--- src/rtl/spi_master_adapter_if.sv ---
// Host request/response streams and SPI master push/pull frame signals
// between the SPI master adapter and its surroundings.
interface spi_master_adapter_if #(
  parameter int nbits = 8
);
  // host write stream
  logic [nbits-3:0] recv_msg;
  logic             recv_val;
  logic             recv_rdy;
  // host read stream
  logic [nbits-3:0] send_msg;
  logic             send_val;
  logic             send_rdy;
  // SPI master frame push
  logic [nbits-1:0] spi_send_msg;
  logic             spi_send_val;
  logic             spi_send_rdy;
  // SPI master frame return
  logic [nbits-1:0] spi_recv_msg;
  logic             spi_recv_val;

  // adapter side
  modport master (
    input  recv_msg, recv_val, send_rdy, spi_send_rdy, spi_recv_msg, spi_recv_val,
    output recv_rdy, send_msg, send_val, spi_send_msg, spi_send_val
  );

  // host / SPI master side
  modport slave (
    output recv_msg, recv_val, send_rdy, spi_send_rdy, spi_recv_msg, spi_recv_val,
    input  recv_rdy, send_msg, send_val, spi_send_msg, spi_send_val
  );
endinterface

--- src/rtl/spi_master_adapter.sv ---
// Host-side SPI adapter: packs host writes into frames, polls the minion
// for read data, tracks minion write space and buffers returned data.
//
// state | meaning
// IDLE  | no transaction outstanding; a frame is offered to the SPI master
// BUSY  | one transaction in flight; waiting for the returned frame
module spi_master_adapter #(
  parameter int nbits       = 8,
  parameter int num_entries = 2
) (
  input logic                  clk,
  input logic                  reset,
  spi_master_adapter_if.master bus
);

  localparam int cw = $clog2(num_entries) + 1;
  localparam int pw = (num_entries > 1) ? $clog2(num_entries) : 1;

  typedef enum logic {IDLE, BUSY} state_t;

  state_t           state, state_next;
  logic             minion_spc;
  logic             rd_pending;
  logic             rd_room;
  logic             val_wrt;
  logic             val_rd;
  logic             launch;
  logic             complete;
  logic             push;
  logic             push_ok;
  logic             pop;
  logic             fifo_val;
  logic             spi_send_val_c;
  logic             recv_rdy_c;
  logic [nbits-1:0] spi_send_msg_c;
  logic [cw-1:0]    count;
  logic [pw-1:0]    rd_ptr;
  logic [pw-1:0]    wr_ptr;
  logic [nbits-3:0] mem [num_entries];

  function automatic logic [pw-1:0] ptr_next(input logic [pw-1:0] p);
    return (p == pw'(num_entries - 1)) ? '0 : p + 1'b1;
  endfunction

  assign rd_room  = (count < cw'(num_entries));
  assign fifo_val = (count != '0);
  assign pop      = fifo_val & bus.send_rdy;
  assign push     = complete & rd_pending & bus.spi_recv_msg[nbits-1];
  // a returned frame only lands when the slot is free or being vacated
  assign push_ok  = push & (rd_room | pop);

  // next state and frame/handshake outputs; nothing is offered under reset or while busy
  always_comb begin
    state_next     = state;
    val_wrt        = 1'b0;
    val_rd         = 1'b0;
    spi_send_val_c = 1'b0;
    spi_send_msg_c = '0;
    recv_rdy_c     = 1'b0;
    launch         = 1'b0;
    complete       = 1'b0;
    case (state)
      IDLE: begin
        if (!reset) begin
          val_wrt        = bus.recv_val & minion_spc;
          val_rd         = rd_room;
          spi_send_val_c = bus.recv_val | rd_room;
          spi_send_msg_c = {val_wrt, val_rd, (val_wrt ? bus.recv_msg : '0)};
          recv_rdy_c     = bus.spi_send_rdy & minion_spc;
          launch         = spi_send_val_c & bus.spi_send_rdy;
          if (launch) state_next = BUSY;
        end
      end
      BUSY: begin
        if (bus.spi_recv_val) begin
          complete   = 1'b1;
          state_next = IDLE;
        end
      end
      default: state_next = IDLE;
    endcase
  end

  // FSM state, pending-read flag and minion write-space flag
  always_ff @(posedge clk) begin
    if (reset) begin
      state      <= IDLE;
      rd_pending <= 1'b0;
      minion_spc <= 1'b1;
    end else begin
      state <= state_next;
      if (launch)   rd_pending <= val_rd;
      if (complete) minion_spc <= bus.spi_recv_msg[nbits-2];
    end
  end

  // response FIFO pointers and occupancy
  always_ff @(posedge clk) begin
    if (reset) begin
      rd_ptr <= '0;
      wr_ptr <= '0;
      count  <= '0;
    end else begin
      if (push_ok) wr_ptr <= ptr_next(wr_ptr);
      if (pop)     rd_ptr <= ptr_next(rd_ptr);
      case ({push_ok, pop})
        2'b10:   count <= count + 1'b1;
        2'b01:   count <= count - 1'b1;
        default: count <= count;
      endcase
    end
  end

  // response FIFO storage; stale contents are harmless since pointers reset
  always_ff @(posedge clk) begin
    if (push_ok) mem[wr_ptr] <= bus.spi_recv_msg[nbits-3:0];
  end

  assign bus.send_val     = fifo_val;
  assign bus.send_msg     = fifo_val ? mem[rd_ptr] : '0;
  assign bus.spi_send_val = spi_send_val_c;
  assign bus.spi_send_msg = spi_send_msg_c;
  assign bus.recv_rdy     = recv_rdy_c;

endmodule

--- src/flat_wrapper.sv ---
// flat-port wrapper written by rule: the top's interface ports become plain ports
module spi_master_adapter_flat 
#(
  parameter int nbits       = 8,
  parameter int num_entries = 2
)
  (clk, reset, bus_recv_msg, bus_recv_val, bus_send_rdy, bus_spi_send_rdy, bus_spi_recv_msg, bus_spi_recv_val, bus_recv_rdy, bus_send_msg, bus_send_val, bus_spi_send_msg, bus_spi_send_val);
  spi_master_adapter_if #(.nbits(nbits)) bus_i ();
  input logic clk;
  input logic reset;
  input wire logic [$bits(bus_i.recv_msg)-1:0] bus_recv_msg;
  input wire logic [$bits(bus_i.recv_val)-1:0] bus_recv_val;
  input wire logic [$bits(bus_i.send_rdy)-1:0] bus_send_rdy;
  input wire logic [$bits(bus_i.spi_send_rdy)-1:0] bus_spi_send_rdy;
  input wire logic [$bits(bus_i.spi_recv_msg)-1:0] bus_spi_recv_msg;
  input wire logic [$bits(bus_i.spi_recv_val)-1:0] bus_spi_recv_val;
  output wire logic [$bits(bus_i.recv_rdy)-1:0] bus_recv_rdy;
  output wire logic [$bits(bus_i.send_msg)-1:0] bus_send_msg;
  output wire logic [$bits(bus_i.send_val)-1:0] bus_send_val;
  output wire logic [$bits(bus_i.spi_send_msg)-1:0] bus_spi_send_msg;
  output wire logic [$bits(bus_i.spi_send_val)-1:0] bus_spi_send_val;
  assign bus_i.recv_msg = bus_recv_msg;
  assign bus_i.recv_val = bus_recv_val;
  assign bus_i.send_rdy = bus_send_rdy;
  assign bus_i.spi_send_rdy = bus_spi_send_rdy;
  assign bus_i.spi_recv_msg = bus_spi_recv_msg;
  assign bus_i.spi_recv_val = bus_spi_recv_val;
  assign bus_recv_rdy = bus_i.recv_rdy;
  assign bus_send_msg = bus_i.send_msg;
  assign bus_send_val = bus_i.send_val;
  assign bus_spi_send_msg = bus_i.spi_send_msg;
  assign bus_spi_send_val = bus_i.spi_send_val;
  spi_master_adapter #(.nbits(nbits), .num_entries(num_entries)) u_core (.clk(clk), .reset(reset), .bus(bus_i));
endmodule
--- config.mk ---
export PLATFORM = sky130hd
export DESIGN_NAME = spi_master_adapter_flat
export DESIGN_NICKNAME = d
export VERILOG_FILES = /design/src/rtl/spi_master_adapter_if.sv /design/src/rtl/spi_master_adapter.sv /design/src/flat_wrapper.sv
export SDC_FILE = /design/constraint.sdc
export NUM_CORES = 1
export LEC_CHECK = 0
export CORE_MARGIN = 2
export CORE_UTILIZATION = 40
export CTS_BUF_LIST = sky130_fd_sc_hd__clkbuf_4
export DETAILED_ROUTE_END_ITERATION = 8
export PLACE_DENSITY = 0.82
export SYNTH_ARGS = -nofsm -noshare
export SYNTH_HDL_FRONTEND = slang
export SYNTH_SLANG_ARGS = --single-unit
export TNS_END_PERCENT = 10
--- constraint.sdc ---
create_clock -name clk -period 2 [get_ports clk]
set_clock_uncertainty 0.15 [all_clocks]
set_input_delay 0.2 -clock clk [delete_from_list [all_inputs] [get_ports clk]]
set_output_delay 0.2 -clock clk [all_outputs]
set_load 0.01 [all_outputs]
# == Word-level counts from Yosys, hierarchy flattened ==
# Memories as Yosys holds them, arrays and structs flattened. A register that Yosys moved wholly into a read port is not among the register bits.
# Cells that the tools add are included.
# totals
reg_bits,7
mem_bits_rw,12
in_bits,20
output_inout_bits,17
n_memories,1
# classes
n_addsub,4
order_cmp,1
n_eq_ne,2
mux,23
bitwise_logic,10
reduce_logical,2
# memory_table
name,words,word_bits,rd,rd_clocked_by_memory_dff,wr,line,text
u_core.mem,2,6,1,1,1,spi_master_adapter.sv:39,logic [nbits-3:0] mem [num_entries];
# ops
operator,n
two-way mux 1 bit,17
two-way mux 8 bit,2
two-way mux 6 bit,2
AND 1 bit,7
one-hot mux 2 bit (2 select lines),1
nonzero test 2 bit,2
adder 1 bit (second input constant),2
adder 2 x 1 -> 2 bit (second input constant),1
equality test 2 x 1 -> 1 bit (second input constant),1
equality test 2 bit (second input constant),1
less-than comparator 2 bit (second input constant),1
bitwise OR 1 bit,2
one-hot mux 1 bit (2 select lines),1
subtractor 2 x 1 -> 2 bit (second input constant),1
NOT 1 bit,1

# == Logic depth before layout (Yosys ltp) ==
# Gate-level depths: netlist (run 1).
# logic_depth
depth_word,7
ltp_mapped,7

# == Worst setup path after synthesis (run 1) ==
# Ideal clock, no wire load.
# synth_path
path_kind,flip-flop to flip-flop
start,register u_core.state
end,register u_core.count[1]
arrival_time_ps,1477
t_required_ps,1779
path_slack_ps,302
stages_incl_launch_ff,7
path_buffers,1
period_less_slack_ps,1698
cell_sequence,dfxtp_1 buf_4 and4_1 o21ai_2 ha_1 or3_1 a21oi_1
# synth_via
elab_chain_cells,6
word_cells_on_any_way,8
classes_between,2 x eq/ne; 2 x mux; 3 x bitwise; 1 x reduce/logical
# synth_lines
element,line,text
start: declaration,spi_master_adapter.sv:21,"state_t state, state_next;"
start signal: assignment,spi_master_adapter.sv:91,state <= state_next;
two-way mux 1 bit *,spi_master_adapter.sv:62,case (state)
AND 1 bit * (2 in a row),spi_master_adapter.sv:48,assign push = complete & rd_pending & bus.spi_recv_msg[nbits-1];
AND 1 bit *,spi_master_adapter.sv:50,assign push_ok = push & (rd_room | pop);
equality test 2 x 1 -> 1 bit / equality test 2 bit (equally long branches),spi_master_adapter.sv:106,"case ({push_ok, pop})"
one-hot mux 2 bit (2 select lines) / nonzero test 2 bit (equally long branches),n/a,
end signal: assignment,spi_master_adapter.sv:107,2'b10: count <= count + 1'b1;
end signal: assignment,spi_master_adapter.sv:108,2'b01: count <= count - 1'b1;
end signal: assignment,spi_master_adapter.sv:109,default: count <= count;
end: declaration,spi_master_adapter.sv:36,logic [cw-1:0] count;
# Mark *: on every way between the ends. The rest lies on a longest branch, timed or not.
# A chain may end at the register's enable or synchronous reset.

# == Final worst setup path (run 1) ==
# layout_path
start,input bus_recv_val
end,output bus_spi_send_msg[3]
# layout_via
elab_chain_cells,4
# layout_lines
element,line,text
start: declaration,flat_wrapper.sv:12,input wire logic [$bits(bus_i.recv_val)-1:0] bus_recv_val;
AND 1 bit,spi_master_adapter.sv:65,val_wrt = bus.recv_val & minion_spc;
two-way mux 6 bit,spi_master_adapter.sv:68,"spi_send_msg_c = {val_wrt, val_rd, (val_wrt ? bus.recv_msg : '0)};"
two-way mux 8 bit,spi_master_adapter.sv:64,if (!reset) begin
two-way mux 8 bit,spi_master_adapter.sv:62,
end: declaration,flat_wrapper.sv:20,output wire logic [$bits(bus_i.spi_send_msg)-1:0] bus_spi_send_msg;
# Every way passes these cells.

==> flow_summary.html, run 1 <==
<table>
<tr><th>Metric</th><th>Value</th></tr>
<tr><th colspan="2">Yosys</th></tr>
<tr><td>Post-Synthesis Cell Area</td><td>a little under 900 sq um</td></tr>
<tr><td>Count of different cell masters after synthesis</td><td>29</td></tr>
<tr><td>Syn Nets</td><td>100</td></tr>
<tr><td>Mapped Cells</td><td>approximately 80</td></tr>
<tr><td>Proportion of netlist area held by the largest area contributor</td><td>40.4%</td></tr>
<tr><td>Cells taking the most area after synthesis</td><td>sky130_fd_sc_hd__edfxtp_1, sky130_fd_sc_hd__dfxtp_1, sky130_fd_sc_hd__mux2i_1, sky130_fd_sc_hd__nor2_1, sky130_fd_sc_hd__and2_1</td></tr>
<tr><td>Register bit total from synthesis</td><td>20</td></tr>
<tr><td>Dominant cell type by area after synthesis</td><td>sky130_fd_sc_hd__edfxtp_1</td></tr>
<tr><td>Number of warning messages in the yosys log</td><td>0</td></tr>
<tr><td>Sequential share of the synthesized area</td><td>58.3%</td></tr>
<tr><td>Post-synthesis average cell area</td><td>11.3 sq um</td></tr>
<tr><th colspan="2">Clock network</th></tr>
<tr><td>Worst-path clk slew</td><td>100 ps</td></tr>
<tr><td>Buffer levels on the longest clock path</td><td>2</td></tr>
<tr><td>Number of buffers inserted during clock tree synthesis</td><td>3</td></tr>
<tr><td>CTS tree</td><td>yes</td></tr>
<tr><td>Hold-fix buffers, CTS</td><td>0</td></tr>
<tr><td>CTS Sinks</td><td>20</td></tr>
<tr><td>Cell at the root of the clock tree</td><td>sky130_fd_sc_hd__clkbuf_4</td></tr>
<tr><td>Clock insertion delay at the later pin of the skew report</td><td>about 290 ps</td></tr>
<tr><td>Count of H-tree levels built during CTS</td><td>1</td></tr>
<tr><th colspan="2">Placed design</th></tr>
<tr><td>Placement-stage cell area</td><td>1320 sq um</td></tr>
<tr><td>Last weighted congestion value of the routability-driven placer</td><td>0.684</td></tr>
<tr><td>Final HPWL from detailed placement</td><td>1440 um</td></tr>
<tr><td>Number of buffers added on ports</td><td>36</td></tr>
<tr><td>Cell count after placement</td><td>147</td></tr>
<tr><th colspan="2">STA</th></tr>
<tr><td>Worst slew pin tran</td><td>286 ps</td></tr>
<tr><td>Fin Setup TNS</td><td>0 ps</td></tr>
<tr><td>Final hold vios</td><td>0</td></tr>
<tr><td>Final Max Slew Viols</td><td>0</td></tr>
<tr><td>Worst-case headroom to the max-slew limit</td><td>80.8%</td></tr>
<tr><td>Highest clock rate</td><td>506 MHz</td></tr>
<tr><td>Final cycle utilization of the critical path</td><td>between 90% and 100%</td></tr>
<tr><td>Final count of negative-setup-slack endpoints</td><td>0</td></tr>
<tr><td>Final worst path period need</td><td>1980 ps</td></tr>
<tr><th colspan="2">Cells and area</th></tr>
<tr><td>Area of all placed cells without fillers</td><td>between 1000 and 1500 sq um</td></tr>
<tr><td>Number of standard cells in the layout, taps in and fillers out</td><td>155</td></tr>
<tr><td>ANT cells</td><td>0</td></tr>
<tr><td>Number of fillers in the final layout</td><td>186</td></tr>
<tr><td>Proportion of layout cells with a drive suffix above 1</td><td>17.3%</td></tr>
<tr><td>Final Net Count</td><td>149</td></tr>
<tr><td>Relative area change from synthesis to final layout</td><td>56.9%</td></tr>
<tr><th colspan="2">Critical path</th></tr>
<tr><td>Data arrival time of the critical path</td><td>1630 ps</td></tr>
<tr><td>Max incr delay on CP</td><td>480 ps</td></tr>
<tr><td>Crit Reg-Reg Startpoint</td><td>u_core.count[0]</td></tr>
<tr><td>Slowest stage cell on the critical path</td><td>sky130_fd_sc_hd__clkdlybuf4s50_1</td></tr>
<tr><td>Capturing element type of the critical path</td><td>output pin</td></tr>
<tr><td>Required time of the critical path</td><td>1650 ps</td></tr>
<tr><td>Ordered cell list for the critical path</td><td>clkdlybuf4s50_1, nand2_1, nor3_4, buf_4, buf_4, and2_1, clkdlybuf4s15_1</td></tr>
<tr><td>Worst Path Class, Setup</td><td>primary input to output pin</td></tr>
<tr><td>Worst reg-to-reg setup slack</td><td>230 ps</td></tr>
<tr><td>Reg-to-Reg End</td><td>u_core.count[1]</td></tr>
<tr><td>Critical Path Most Common Cell</td><td>sky130_fd_sc_hd__buf_4</td></tr>
<tr><td>Critical Path Fanout Max</td><td>4</td></tr>
<tr><td>CP startpoint kind</td><td>primary input</td></tr>
<tr><td>Reg2Reg Depth</td><td>5</td></tr>
<tr><th colspan="2">Global routing</th></tr>
<tr><td>Initial antenna violation count</td><td>0</td></tr>
<tr><td>Global-route wire length before repair</td><td>2990 um</td></tr>
<tr><td>Largest net degree at the start of global routing</td><td>13</td></tr>
<tr><td>GRT Residual Overflow</td><td>0</td></tr>
<tr><td>Number of global-route vias before repair</td><td>717</td></tr>
<tr><td>Global router's overall resource usage</td><td>roughly 15%</td></tr>
<tr><th colspan="2">Power and ir drop</th></tr>
<tr><td>Total power density per cell area</td><td>between 500 and 600 nW/um^2</td></tr>
<tr><td>Worst-case vdd ir drop</td><td>approximately 0.00033 V</td></tr>
<tr><td>Combinational fraction of design power</td><td>16.5%</td></tr>
<tr><td>PnR Total Power</td><td>763 uW</td></tr>
<tr><td>P_int</td><td>597 uW</td></tr>
<tr><td>Standby leakage power</td><td>0.000589 uW</td></tr>
<tr><td>Clk network pwr share</td><td>24.2%</td></tr>
<tr><td>Switching power total</td><td>166 uW</td></tr>
<tr><td>Switching Share</td><td>21.7%</td></tr>
<tr><td>Sequential power share</td><td>59.3%</td></tr>
<tr><th colspan="2">Status</th></tr>
<tr><td>Result of the run</td><td>complete, no violations</td></tr>
<tr><th colspan="2">Floorplan</th></tr>
<tr><td>Effective utilization at floorplan</td><td>41.1%</td></tr>
<tr><td>Die Span X</td><td>51.2 um</td></tr>
<tr><td>Vertical die dimension</td><td>~50 um</td></tr>
<tr><td>Number of core rows</td><td>17</td></tr>
<tr><td>Area of the core</td><td>2170 sq um</td></tr>
<tr><td>Total die area</td><td>2620 sq um</td></tr>
<tr><td>I/O pin cnt</td><td>37</td></tr>
<tr><th colspan="2">Flow run</th></tr>
<tr><td>Max Cap Viol</td><td>0</td></tr>
<tr><th colspan="2">Route</th></tr>
<tr><td>Count of vias placed by the detailed router</td><td>739</td></tr>
<tr><td>Drt total wl</td><td>approximately 2000 um</td></tr>
<tr><td>Count of TritonRoute iterations in the first routing pass</td><td>4</td></tr>
<tr><td>Met1 WL</td><td>744 um</td></tr>
<tr><td>Met2 wirelength from detailed routing</td><td>1030 um</td></tr>
<tr><td>Count of routing violations after the opening detailed-route iteration</td><td>8</td></tr>
<tr><td>Per-cell via count in the routed design</td><td>4.77</td></tr>
<tr><td>ANT nets after route</td><td>0</td></tr>
<tr><td>Top routing layer in use</td><td>met4</td></tr>
<tr><td>Routed length on met3</td><td>164 um</td></tr>
<tr><td>Remaining DRCs</td><td>0</td></tr>
<tr><td>Avg WL per Cell</td><td>around 13 um</td></tr>
<tr><th colspan="2">Worst hold path</th></tr>
<tr><td>Worst Hold End</td><td>u_core.mem[0][0]</td></tr>
<tr><td>Type of the most critical hold path</td><td>primary input to flip-flop</td></tr>
<tr><td>Worst hold path cell count</td><td>1</td></tr>
<tr><td>Hold wc startpoint</td><td>bus_spi_recv_msg[0]</td></tr>
</table>
## per-stage QoR
stage	hold WS, ps	util, %	setup WS (ps)
global route	327	64.5	-20.5
detailed placement	333	61.0	-86.0
CTS	332	62.3	-38.4
global placement	316	61.0	-21.2
finish	337	64.5	23.5
floorplan	149	-	302
## cell type report
| type | instances | area, sq um | area share (%) |
|---|---|---|---|
| well taps | 28 | 35.0 | 2.50 |
| multi-input cells | 51 | 345 | 24.7 |
| clock inverters | 1 | 3.75 | 0.268 |
| flip-flops and latches | 20 | 526 | 37.5 |
| inverters | 5 | 18.8 | 1.34 |
| repair buffers | 47 | 449 | 32.1 |
| clock buffers | 3 | 22.5 | 1.61 |
## state kept, by name, indices dropped and copies added (netlist names), named ones only
signal and cells:
u_core.rd_pending 1, u_core.mem 12, u_core.count 2, u_core.minion_spc 1, u_core.rd_ptr 1, u_core.state 1
u_core.wr_ptr 1
## cells in the final DEF (no fill, tap or decap), types with 2 or more instances in the layout
cell	count
sky130_fd_sc_hd__dlymetal6s2s_1	4
sky130_fd_sc_hd__clkdlybuf4s50_1	26
sky130_fd_sc_hd__buf_4	11
sky130_fd_sc_hd__o21ai_0	2
sky130_fd_sc_hd__edfxtp_1	12
sky130_fd_sc_hd__nor3_1	2
sky130_fd_sc_hd__nor2_1	14
sky130_fd_sc_hd__inv_1	5
sky130_fd_sc_hd__dfxtp_1	4
sky130_fd_sc_hd__xor2_1	2
sky130_fd_sc_hd__dfxtp_2	4
sky130_fd_sc_hd__nor2b_1	2
sky130_fd_sc_hd__dlygate4sd2_1	3
sky130_fd_sc_hd__mux2i_1	6
sky130_fd_sc_hd__clkdlybuf4s15_1	3
sky130_fd_sc_hd__and2_1	6
sky130_fd_sc_hd__clkbuf_4	3
## synthesized netlist by cell type
cell type	instances
sky130_fd_sc_hd__nor2_1	15
sky130_fd_sc_hd__edfxtp_1	12
sky130_fd_sc_hd__dfxtp_1	8
sky130_fd_sc_hd__and2_1	6
sky130_fd_sc_hd__mux2i_1	6
sky130_fd_sc_hd__inv_1	5
sky130_fd_sc_hd__nor2b_1	2
sky130_fd_sc_hd__nor3_1	2
sky130_fd_sc_hd__o21ai_0	2
sky130_fd_sc_hd__xor2_1	2
sky130_fd_sc_hd__a21boi_0	1
sky130_fd_sc_hd__a21oi_1	1
sky130_fd_sc_hd__a2bb2oi_1	1
sky130_fd_sc_hd__a311o_1	1
sky130_fd_sc_hd__and4_1	1
sky130_fd_sc_hd__buf_2	1
sky130_fd_sc_hd__buf_4	1
sky130_fd_sc_hd__clkbuf_1	1
sky130_fd_sc_hd__ha_1	1
sky130_fd_sc_hd__mux2_4	1
sky130_fd_sc_hd__nand2_1	1
sky130_fd_sc_hd__nand2b_1	1
sky130_fd_sc_hd__nand3b_1	1
sky130_fd_sc_hd__nor3_2	1
sky130_fd_sc_hd__nor3b_1	1
sky130_fd_sc_hd__o21ai_2	1
sky130_fd_sc_hd__o22ai_1	1
sky130_fd_sc_hd__or3_1	1
sky130_fd_sc_hd__xnor2_1	1
## layer usage
metal  track usage, %  vias to the layer above
met2             27.9                       34
met5                0                        -
met4             5.26                        0
li1                 -                      364
met3             4.39                        2
met1             17.0                      339
## logic make-up (layout without fill, tap and decap cells)
group           count (synthesis)  after routing  share of synthesized area [%]
buf+inv                         8             56                           3.93
simple gates                   32             32                           18.7
fa+ha+maj                       1              1                           1.40
flops                          20             20                           58.3
xor+xnor                        3              3                           2.95
compound gates                  8              8                           6.31
mux                             7              7                           8.41
## critical path, delay by kind of cell
family	cells	cell delay, ps
buffers and inverters	4	970
and+or+nand+nor	3	450
## worst max path at each step
stage                               end          from  slack (ps)  cells past startpoint
floorplan               u_core.count[1]  u_core.state         300                      6
global placement    bus_spi_send_msg[5]  bus_recv_val         -20                      5
detailed placement  bus_spi_send_msg[3]  bus_recv_val         -90                      5
CTS                 bus_spi_send_msg[0]  bus_recv_val         -40                      5
global route        bus_spi_send_msg[3]  bus_recv_val         -20                      7
finish              bus_spi_send_msg[3]  bus_recv_val          20                      7
## power groups by stage
| stage | Clock [uW] | Sequential (uW) | Combinational [uW] |
|---|---|---|---|
| floorplan | 0 | 456 | 46.6 |
| global placement | 0 | 460 | 117 |
| finish | 185 | 452 | 125 |
| CTS | 191 | 452 | 120 |
| global route | 209 | 454 | 136 |
| detailed placement | 0 | 461 | 121 |
## timing repair
item / 4_1_cts / 5_1_grt
setup endpoints to repair: 14 / 10
resized for setup: 9 / 10
pin swaps: 0 / 1
setup buffers: 0 / 4
No activity file was read; power rests on OpenSTA's default activity.
==> run 2, diff against run 1 <==
HOLD_SLACK_MARGIN = 0.03   (was not set)
==> results of run 2 <==
Final layout, timing and power as in run 1 (identical DEF).
==> run 3, diff against run 2 <==
==> constraint.sdc (replaced) <==
create_clock -name clk -period 2 [get_ports clk]
set_clock_uncertainty 0.15 [all_clocks]
set_input_delay 0.4 -clock clk [delete_from_list [all_inputs] [get_ports clk]]
set_output_delay 0.4 -clock clk [all_outputs]
set_load 0.01 [all_outputs]
==> flow_summary.html, run 3 (synthesis gave the netlist of run 1 again) <==
<table>
<tr><th>Metric</th><th>Value</th></tr>
<tr><th colspan="2">Route</th></tr>
<tr><td>Remaining DRCs</td><td>0 (unchanged)</td></tr>
<tr><td>Drt total wl</td><td>1780 um (was 1950 um)</td></tr>
<tr><td>Avg WL per Cell</td><td>11.3 um (was 12.6 um)</td></tr>
<tr><td>Per-cell via count in the routed design</td><td>4.68 (was 4.77)</td></tr>
<tr><td>ANT nets after route</td><td>0 (unchanged)</td></tr>
<tr><td>Count of routing violations after the opening detailed-route iteration</td><td>3 (was 8)</td></tr>
<tr><td>Count of TritonRoute iterations in the first routing pass</td><td>4 (unchanged)</td></tr>
<tr><td>Count of vias placed by the detailed router</td><td>734 (was 739)</td></tr>
<tr><th colspan="2">Critical path</th></tr>
<tr><td>Reg2Reg Depth</td><td>6 (was 5)</td></tr>
<tr><td>Data arrival time of the critical path</td><td>1420 ps (was 1630 ps)</td></tr>
<tr><td>Worst Path Class, Setup</td><td>flip-flop to output pin (was primary input to output pin)</td></tr>
<tr><td>Critical Path Fanout Max</td><td>6 (was 4)</td></tr>
<tr><td>Capturing element type of the critical path</td><td>output pin (unchanged)</td></tr>
<tr><td>CP startpoint kind</td><td>flip-flop (was primary input)</td></tr>
<tr><td>Required time of the critical path</td><td>1450 ps (was 1650 ps)</td></tr>
<tr><th colspan="2">Floorplan</th></tr>
<tr><td>I/O pin cnt</td><td>37 (unchanged)</td></tr>
<tr><td>Vertical die dimension</td><td>51.2 um (unchanged)</td></tr>
<tr><td>Die Span X</td><td>51.2 um (unchanged)</td></tr>
<tr><td>Area of the core</td><td>2170 sq um (unchanged)</td></tr>
<tr><td>Effective utilization at floorplan</td><td>41.1% (unchanged)</td></tr>
<tr><td>Total die area</td><td>2620 sq um (unchanged)</td></tr>
<tr><td>Number of core rows</td><td>17 (unchanged)</td></tr>
<tr><th colspan="2">Cells and area</th></tr>
<tr><td>Registers with the most flip-flops</td><td>u_core.mem x12, u_core.count x2 (unchanged)</td></tr>
<tr><td>Number of standard cells in the layout, taps in and fillers out</td><td>157 (was 155)</td></tr>
<tr><td>Final Net Count</td><td>151 (was 149)</td></tr>
<tr><td>Most common cell after layout, fill and taps aside</td><td>sky130_fd_sc_hd__clkdlybuf4s50_1 (unchanged)</td></tr>
<tr><td>Post-Route Utilization</td><td>64.9% (was 64.5%)</td></tr>
<tr><td>Biggest register</td><td>u_core.mem (unchanged)</td></tr>
<tr><td>Flip-flop count of the largest register, all copies and words added</td><td>12 (unchanged)</td></tr>
<tr><td>ANT cells</td><td>0 (unchanged)</td></tr>
<tr><td>Proportion of layout cells with a drive suffix above 1</td><td>26.4% (was 17.3%)</td></tr>
<tr><td>Commonest cells after routing, fill and taps aside</td><td>sky130_fd_sc_hd__clkdlybuf4s50_1, sky130_fd_sc_hd__nor2_1, sky130_fd_sc_hd__edfxtp_1, sky130_fd_sc_hd__buf_4, sky130_fd_sc_hd__dlygate4sd2_1 (was sky130_fd_sc_hd__clkdlybuf4s50_1, sky130_fd_sc_hd__nor2_1, sky130_fd_sc_hd__edfxtp_1, sky130_fd_sc_hd__buf_4)</td></tr>
<tr><td>Relative area change from synthesis to final layout</td><td>57.8% (was 56.9%)</td></tr>
<tr><th colspan="2">Power and ir drop</th></tr>
<tr><td>PnR Total Power</td><td>762 uW (was 763 uW)</td></tr>
<tr><td>Worst-case vdd ir drop</td><td>0.000325 V (was 0.000328 V)</td></tr>
<tr><td>Standby leakage power</td><td>0.000610 uW (was 0.000589 uW)</td></tr>
<tr><td>Total power density per cell area</td><td>541 nW/um^2 (was 545 nW/um^2)</td></tr>
<tr><th colspan="2">Placed design</th></tr>
<tr><td>Cell count after placement</td><td>151 (was 147)</td></tr>
<tr><td>Final HPWL from detailed placement</td><td>1370 um (was 1440 um)</td></tr>
<tr><td>Last weighted congestion value of the routability-driven placer</td><td>0.717 (was 0.684)</td></tr>
<tr><td>Number of buffers added on ports</td><td>36 (unchanged)</td></tr>
<tr><th colspan="2">STA</th></tr>
<tr><td>Final worst path period need</td><td>1970 ps (was 1980 ps)</td></tr>
<tr><td>Final cycle utilization of the critical path</td><td>98.6% (was 98.8%)</td></tr>
<tr><td>Post-Route Hold Slack</td><td>334 ps (was 337 ps)</td></tr>
<tr><td>Final hold vios</td><td>0 (unchanged)</td></tr>
<tr><td>Setup repair after global routing missed its margin</td><td>yes</td></tr>
<tr><td>Highest clock rate</td><td>507 MHz (was 506 MHz)</td></tr>
<tr><td>Fin Setup TNS</td><td>0 ps (unchanged)</td></tr>
<tr><td>Worst slew pin tran</td><td>228 ps (was 286 ps)</td></tr>
<tr><td>Final count of negative-setup-slack endpoints</td><td>0 (unchanged)</td></tr>
<tr><td>Worst-case headroom to the max-slew limit</td><td>84.6% (was 80.8%)</td></tr>
<tr><td>Final Max Slew Viols</td><td>0 (unchanged)</td></tr>
<tr><th colspan="2">Status</th></tr>
<tr><td>Result of the run</td><td>complete, no violations (unchanged)</td></tr>
<tr><th colspan="2">Worst hold path</th></tr>
<tr><td>Worst hold path cell count</td><td>2 (was 1)</td></tr>
<tr><td>Type of the most critical hold path</td><td>flip-flop to flip-flop (was primary input to flip-flop)</td></tr>
<tr><th colspan="2">Clock network</th></tr>
<tr><td>Clock insertion delay at the later pin of the skew report</td><td>300 ps (was 290 ps)</td></tr>
<tr><td>Hold-fix buffers, CTS</td><td>0 (unchanged)</td></tr>
<tr><td>Count of H-tree levels built during CTS</td><td>1 (unchanged)</td></tr>
<tr><td>Worst-path clk slew</td><td>100 ps (about the same)</td></tr>
<tr><td>CTS Sinks</td><td>20 (unchanged)</td></tr>
<tr><td>Cell at the root of the clock tree</td><td>sky130_fd_sc_hd__clkbuf_4 (unchanged)</td></tr>
<tr><td>CTS tree</td><td>yes (unchanged)</td></tr>
<tr><td>Buffer levels on the longest clock path</td><td>2 (unchanged)</td></tr>
<tr><td>Number of buffers inserted during clock tree synthesis</td><td>3 (unchanged)</td></tr>
<tr><th colspan="2">Global routing</th></tr>
<tr><td>Number of global-route vias before repair</td><td>716 (was 717)</td></tr>
<tr><td>Global router's overall resource usage</td><td>15.4% (was 15.3%)</td></tr>
<tr><td>Largest net degree at the start of global routing</td><td>13 (unchanged)</td></tr>
<tr><td>Initial antenna violation count</td><td>0 (unchanged)</td></tr>
<tr><td>GRT Residual Overflow</td><td>0 (unchanged)</td></tr>
<tr><td>Global-route wire length before repair</td><td>2880 um (was 2990 um)</td></tr>
<tr><th colspan="2">Flow run</th></tr>
<tr><td>Max Cap Viol</td><td>0 (unchanged)</td></tr>
</table>
==> run 3: power by group <==
part / internal [uW] / leakage [uW] / switching [uW]
registers: 442 / 0.000175 / 8.31
clock network: 72.8 / 0.0000154 / 116
logic: 78.2 / 0.000419 / 45.5
==> run 3: timing repair <==
item,CTS,global route
pin swaps,1,1
endpoints found under the hold margin,0,0
endpoints found under the setup margin,17,6
resized for setup,47,5
buffers inserted,2,0
==> run 3: critical path, stage by stage (launching register included) <==
cell                              delay [ps]
sky130_fd_sc_hd__dfxtp_4                 420
sky130_fd_sc_hd__mux2i_1                 190
sky130_fd_sc_hd__nor2_1                   50
sky130_fd_sc_hd__clkdlybuf4s50_1         470
==> run 3: through the flow <==
step / instance area (sq um) / setup WS, ps
after floorplan: 892 / 302
after CTS: 1400 / 5.82
after detailed placement: 1350 / -451
final: 1410 / 27.7
after global placement: 1350 / -420
after global routing: 1410 / -30.8
==> run 3: layout make-up <==
type,instances,area [sq um]
Sequential cell,20,532
Clock inverter,1,3.75
Inverter,5,18.8
Timing Repair Buffer,49,438
Fill cell,191,762
Clock buffer,3,22.5
Multi-Input combinational cell,51,358
Tap cell,28,35.0
==> run 3: worst paths after layout <==
kind         slack [ps]              start                end
max                  30          flip-flop    bus_send_msg[0]
min                 330  u_core.rd_pending  u_core.rd_pending
max reg2reg         160       u_core.state    u_core.count[1]
min reg2reg         330  u_core.rd_pending  u_core.rd_pending
==> run 3: metal layers <==
| layer | global-route usage (%) | up-vias | part of all wire [%] |
|---|---|---|---|
| met5 | 0 | - | 0 |
| met1 | 14.7 | 324 | 38 |
| met2 | 28.1 | 34 | 50 |
| met4 | 11.0 | 0 | 2.7 |
| met3 | 4.09 | 4 | 8.9 |
| li1 | - | 372 | - |
